**config.mk**
```make
export PLATFORM = sky130hd
export DESIGN_NAME = tron_game_ctrl_flat
export DESIGN_NICKNAME = d
export VERILOG_FILES = /design/src/rtl/tron_game_ctrl_if.sv /design/src/rtl/tron_game_ctrl.sv /design/src/flat_wrapper.sv
export SDC_FILE = /design/constraint.sdc
export NUM_CORES = 1
export LEC_CHECK = 0
export CORE_MARGIN = 8
export CORE_UTILIZATION = 55
export CTS_CLUSTER_DIAMETER = 100
export DETAILED_ROUTE_END_ITERATION = 10
export PLACE_DENSITY = 0.81
export SYNTH_ARGS = -nofsm -noshare
export SYNTH_HDL_FRONTEND = slang
export SYNTH_SLANG_ARGS = --single-unit
export TNS_END_PERCENT = 100
```
**constraint.sdc**
```tcl
create_clock -name clock -period 4.62 [get_ports clock]
set_input_delay 1.155 -clock clock [delete_from_list [all_inputs] [get_ports clock]]
set_output_delay 1.155 -clock clock [all_outputs]
set_load 0.02 [all_outputs]
```
**src/rtl/tron_game_ctrl_if.sv**
```systemverilog
// Control bus between the game sequencer and its neighbours.
//   start, frame_end, p1_collide, p2_collide : into the sequencer
//   dflt, clear_trace, step, countdown_active,
//   round_result, p1_score, p2_score, match_over : out of the sequencer
// master = the side driving start/frame_end/collisions, slave = the sequencer.
interface tron_game_ctrl_if #(
   parameter int SCORE_W = 3
);
   logic               start;
   logic               frame_end;
   logic               p1_collide;
   logic               p2_collide;
   logic               dflt;
   logic               clear_trace;
   logic               step;
   logic               countdown_active;
   logic [1:0]         round_result;
   logic [SCORE_W-1:0] p1_score;
   logic [SCORE_W-1:0] p2_score;
   logic               match_over;

   modport master (
      output start, frame_end, p1_collide, p2_collide,
      input  dflt, clear_trace, step, countdown_active,
             round_result, p1_score, p2_score, match_over
   );

   modport slave (
      input  start, frame_end, p1_collide, p2_collide,
      output dflt, clear_trace, step, countdown_active,
             round_result, p1_score, p2_score, match_over
   );
endinterface

```
**src/rtl/tron_game_ctrl.sv**
```systemverilog
// Round/match sequencer for the two-player light-cycle game.
// All timing is counted in frame_end pulses from the VGA timing block.
// Ports:
//   clock  : system clock
//   reset  : synchronous, active-high reset
//   bus    : tron_game_ctrl_if.slave (start/frame_end/collisions in,
//            datapath controls, round result and scores out)
module tron_game_ctrl #(
   parameter int FRAMES_PER_STEP  = 2,
   parameter int COUNTDOWN_FRAMES = 180,
   parameter int RESULT_FRAMES    = 120,
   parameter int WIN_SCORE        = 3,
   parameter int SCORE_W          = 3
) (
   input  logic             clock,
   input  logic             reset,
   tron_game_ctrl_if.slave  bus
);
   localparam int CNT_MAX = (COUNTDOWN_FRAMES > RESULT_FRAMES) ? COUNTDOWN_FRAMES
                                                               : RESULT_FRAMES;
   localparam int CNT_W   = $clog2(CNT_MAX + 1);
   localparam int DIV_W   = $clog2(FRAMES_PER_STEP) + 1;

   typedef enum logic [2:0] {
      IDLE, CLEAR, COUNTDOWN, PLAY, ROUND_END, MATCH_END
   } state_t;

   state_t             state;
   logic [CNT_W-1:0]   cnt;
   logic [DIV_W-1:0]   div;
   logic [1:0]         result;
   logic [SCORE_W-1:0] p1_score;
   logic [SCORE_W-1:0] p2_score;
   logic               collide;

   assign collide = bus.p1_collide | bus.p2_collide;

   always_ff @(posedge clock) begin
      if (reset) begin
         state    <= IDLE;
         cnt      <= '0;
         div      <= '0;
         result   <= 2'b00;
         p1_score <= '0;
         p2_score <= '0;
      end else begin
         case (state)
            IDLE: begin
               if (bus.start) state <= CLEAR;
            end
            // Leaving on the first frame_end after entry guarantees one
            // full frame of clear_trace, because entry never happens on
            // a frame_end that CLEAR itself observes.
            CLEAR: begin
               if (bus.frame_end) begin
                  state  <= COUNTDOWN;
                  result <= 2'b00;
                  cnt    <= '0;
               end
            end
            COUNTDOWN: begin
               if (bus.frame_end) begin
                  if (cnt == CNT_W'(COUNTDOWN_FRAMES - 1)) begin
                     state <= PLAY;
                     cnt   <= '0;
                     div   <= '0;
                  end else begin
                     cnt <= cnt + 1'b1;
                  end
               end
            end
            PLAY: begin
               if (collide) begin
                  state  <= ROUND_END;
                  cnt    <= '0;
                  result <= {bus.p1_collide, bus.p2_collide};
                  // Only the survivor scores; a draw leaves both alone.
                  if (bus.p2_collide && !bus.p1_collide &&
                      p1_score != SCORE_W'(WIN_SCORE))
                     p1_score <= p1_score + 1'b1;
                  if (bus.p1_collide && !bus.p2_collide &&
                      p2_score != SCORE_W'(WIN_SCORE))
                     p2_score <= p2_score + 1'b1;
               end else if (bus.frame_end) begin
                  if (div == DIV_W'(FRAMES_PER_STEP - 1)) div <= '0;
                  else                                    div <= div + 1'b1;
               end
            end
            ROUND_END: begin
               if (bus.frame_end) begin
                  if (cnt == CNT_W'(RESULT_FRAMES - 1)) begin
                     cnt <= '0;
                     if (p1_score == SCORE_W'(WIN_SCORE) ||
                         p2_score == SCORE_W'(WIN_SCORE))
                        state <= MATCH_END;
                     else
                        state <= CLEAR;
                  end else begin
                     cnt <= cnt + 1'b1;
                  end
               end
            end
            MATCH_END: begin
               if (bus.start) begin
                  state    <= CLEAR;
                  p1_score <= '0;
                  p2_score <= '0;
                  result   <= 2'b00;
               end
            end
            default: state <= IDLE;
         endcase
      end
   end

   // step is the only output not taken purely from registered state: it must
   // coincide with the frame_end it qualifies, and a collision vetoes it.
   assign bus.step = (state == PLAY) && bus.frame_end && !collide &&
                     (div == DIV_W'(FRAMES_PER_STEP - 1));

   assign bus.dflt             = (state != PLAY);
   assign bus.clear_trace      = (state == CLEAR);
   assign bus.countdown_active = (state == COUNTDOWN);
   assign bus.match_over       = (state == MATCH_END);
   assign bus.round_result     = result;
   assign bus.p1_score         = p1_score;
   assign bus.p2_score         = p2_score;
endmodule

```
**src/flat_wrapper.sv**
```systemverilog
// flat-port wrapper written by rule: the top's interface ports become plain ports
module tron_game_ctrl_flat 
#(
   parameter int FRAMES_PER_STEP  = 2,
   parameter int COUNTDOWN_FRAMES = 180,
   parameter int RESULT_FRAMES    = 120,
   parameter int WIN_SCORE        = 3,
   parameter int SCORE_W          = 3
)
  (clock, reset, bus_start, bus_frame_end, bus_p1_collide, bus_p2_collide, bus_dflt, bus_clear_trace, bus_step, bus_countdown_active, bus_round_result, bus_p1_score, bus_p2_score, bus_match_over);
  tron_game_ctrl_if #(.SCORE_W(SCORE_W)) bus_i ();
  input  logic clock;
  input  logic reset;
  input wire logic [$bits(bus_i.start)-1:0] bus_start;
  input wire logic [$bits(bus_i.frame_end)-1:0] bus_frame_end;
  input wire logic [$bits(bus_i.p1_collide)-1:0] bus_p1_collide;
  input wire logic [$bits(bus_i.p2_collide)-1:0] bus_p2_collide;
  output wire logic [$bits(bus_i.dflt)-1:0] bus_dflt;
  output wire logic [$bits(bus_i.clear_trace)-1:0] bus_clear_trace;
  output wire logic [$bits(bus_i.step)-1:0] bus_step;
  output wire logic [$bits(bus_i.countdown_active)-1:0] bus_countdown_active;
  output wire logic [$bits(bus_i.round_result)-1:0] bus_round_result;
  output wire logic [$bits(bus_i.p1_score)-1:0] bus_p1_score;
  output wire logic [$bits(bus_i.p2_score)-1:0] bus_p2_score;
  output wire logic [$bits(bus_i.match_over)-1:0] bus_match_over;
  assign bus_i.start = bus_start;
  assign bus_i.frame_end = bus_frame_end;
  assign bus_i.p1_collide = bus_p1_collide;
  assign bus_i.p2_collide = bus_p2_collide;
  assign bus_dflt = bus_i.dflt;
  assign bus_clear_trace = bus_i.clear_trace;
  assign bus_step = bus_i.step;
  assign bus_countdown_active = bus_i.countdown_active;
  assign bus_round_result = bus_i.round_result;
  assign bus_p1_score = bus_i.p1_score;
  assign bus_p2_score = bus_i.p2_score;
  assign bus_match_over = bus_i.match_over;
  tron_game_ctrl #(.FRAMES_PER_STEP(FRAMES_PER_STEP), .COUNTDOWN_FRAMES(COUNTDOWN_FRAMES), .RESULT_FRAMES(RESULT_FRAMES), .WIN_SCORE(WIN_SCORE), .SCORE_W(SCORE_W)) u_core (.clock(clock), .reset(reset), .bus(bus_i));
endmodule
```
==> results.toml <==
[outcome]
status = "completed"

[synthesis]
syn_avg_cell_area_um2 = 8.18
synth_cell_types = 46
synth_seq_area_share_pct = 32.9
yosys-top-cells-count = "dfxtp_1, nand2_1, a21oi_1, nor2_1, nand3_1"
yosys.cell_count.top_type = "dfxtp_1"
synthArstFlopShare_pct = 0
synth_top_cells_by_area = "dfxtp_1, a21oi_1, ha_1"
synth_warnings = 0
mappedNetlistArea_um2 = 1280
syn_inst = 156
synth-edff-count = 0
yosysTopAreaCellShare_pct = 32.9
ys_ff_latch = 21
synthFlopType = "dfxtp_1"
yosys.area.top_type = "dfxtp_1"
synth.net_count = 167

[drt]
vias_per_cell = 6.08
routedWlPerCell_um = 14.9
drc = 0
antenna_left = 0
dr_total_vias = 1204
drt_iter0_markers = 46
drt_pre_antenna_iters = 4
wirelength_um = 2950

[die]
rows = 17
coreArea_um2 = 2210
die_h_um = 64.2
die_area_um2 = 4120
num_io_pins = 19
die_w_um = 64.2
initial_core_util_pct = 57.7

[timing]
timing.final.crit_share_pct = 92.8
rsz0062_at_grt = "no"
finalSetupViolCount = 0
hold_viol_final = 0
tightestPinTransition_ns = 0.816
finClkSkew_ns = 0.00477
timing.fmax_mhz = 233
worst_slack_ns = 0.333
slew_headroom_pct = 45.4
period_needed_ns = 4.29
drv_slew = 0
tns_ns = 0

[placed_design]
place_congestion = 0.859
port_buffers = 18
dp_slack_ns = 0.362
dp_hpwl_um = 2210
dpl_cell_area_um2 = 1440

[setup_path]
cp_max_fo = 5
critical_path.startpoint = "bus_p2_collide"
r2r_start = "u_core.state[1]$_SDFFE_PP0P_"
rr_worst_depth = 5
crit_type = "in2out"
cp.required_ns = 3.46
rrSetupSlack_ns = 2.51
worstSetupEndpointType = "primary output"
arrival_ns = 3.13
worstSetupStartpointType = "input pin"
worstReg2RegEnd = "u_core.cnt[3]$_SDFFE_PP0P_"

[clock_tree]
clock_sinks = 21
cts_buffers = 3
clockBufferDepth = 2
postCtsSetupBuffers = 0
cts_tree = "built"
cts_resized = 0
clk_latency_ns = 0.30
cts-root-buf = "clkbuf_4"
h-tree-depth = 1
clk_pin_slew_ns = 0.12
cts_hold_buf = 0

[worst_hold_path]
hp-class = "reg2reg"
worstHoldEndpoint = "u_core.div[1]$_SDFFE_PP0P_"
hp-start = "u_core.div[1]$_SDFFE_PP0P_"
min_path_cells = 1

[finish]
postLayoutCellArea_um2 = 1470
antennaDiodeCount = 0
syn_to_final_growth_pct = 15.0
nFillCells = 188
fin_util_pct = 66.3
layout-drive-gt1-share_pct = 8.82
num-nets-final = 182

[global_route]
grt_pass1_wl_um = 4870
grt_pass1_vias = 1124
track_usage_pct = 13.9
antenna_found_initial = 0
grt.overflow.total = 0
grt_max_degree = 24

[power_and_ir_drop]
p_leak_nw = 0.518
vdd_drop_max_v = 0.000271
p_per_area_nw_per_um2 = 378

[job]
maxCapViolations = 0
-- worst max-delay path, cell delays in order --
cell and delay [ns]:
clkdlybuf4s50_1 0.47, or2_2 0.35, nor2_1 0.28, nand2_1 0.09, nor3_1 0.14, clkdlybuf4s50_1 0.64
-- sequential cells by signal, summed over array words and instances (netlist names) --
signal                   cells
u_core.cnt                   8
u_core.bus.p1_score          3
u_core.bus.p2_score          3
u_core.state                 3
u_core.bus.round_result      2
u_core.div                   2
-- stage by stage --
| step | total power [W] | hold slack [ns] | instances |
|---|---|---|---|
| after floorplan | 0.000411 | 0.431 | 156 |
| after global placement | 0.000456 | 0.438 | 194 |
| after detailed placement | 0.000467 | 0.443 | 194 |
| after CTS | 0.000555 | 0.461 | 198 |
| after global routing | 0.000587 | 0.475 | 198 |
| final | 0.000555 | 0.457 | 198 |
-- layout by cell type, fill, tap and decap left out, types with 4 or more instances in the layout --
cell type,instances
ha_1,5
nor2_1,15
nor3_1,5
a21oi_1,15
nand3_1,9
mux2i_1,5
nand2_1,16
dfxtp_1,21
clkdlybuf4s50_1,18
inv_1,7
or3_1,4
-- metal layers --
metal | GRT usage (%) | part of all wire (%) | routed length [um] | up-vias
li1 | - | - | - | 605
met3 | 2.79 | 3.8 | 112 | 2
met4 | 2.45 | 0.31 | 9 | 0
met1 | 15.2 | 43 | 1280 | 577
met2 | 27.0 | 52 | 1540 | 20
met5 | 0 | 0 | 0 | -
-- worst max-delay path by stage --
stage / end / slack [ns] / depth (start not counted)
floorplan: bus_step / 1.29 / 4
global placement: bus_step / 0.44 / 6
detailed placement: bus_step / 0.36 / 6
CTS: bus_step / 0.36 / 6
global route: bus_step / 0.20 / 6
finish: bus_step / 0.33 / 6
-- power by group --
| part | leakage [nW] | switching (W) | total, W | internal (W) |
|---|---|---|---|---|
| Combinational | 0.330 | 0.000140 | 0.000240 | 0.0000999 |
| Sequential | 0.170 | 0.0000327 | 0.000227 | 0.000194 |
| Clock | 0.0177 | 0.0000567 | 0.0000888 | 0.0000322 |
| Total | 0.518 | 0.000229 | 0.000555 | 0.000326 |
-- layout make-up --
cell class,instances,area [um2],share of cell area (%)
sequential,21,420,28.6
tap,28,35.0,2.39
multi-input combinational,118,771,52.5
inverter,9,33.8,2.30
clock buffer,3,22.5,1.53
timing repair buffer,18,180,12.3
clock inverter,1,5.00,0.341
-- cell families (layout without fill, tap and decap cells) --
kind of cell,after synthesis,count (layout),synth area share (%)
AO/OA/AOI/OAI,36,36,20.1
adder cells (fa/ha/maj),5,5,4.90
buffers and inverters,17,31,6.67
flip-flops,21,21,32.9
multiplexers,6,6,4.80
AND/OR/NAND/NOR,71,71,30.6
Power figures use the tool's default switching activity.
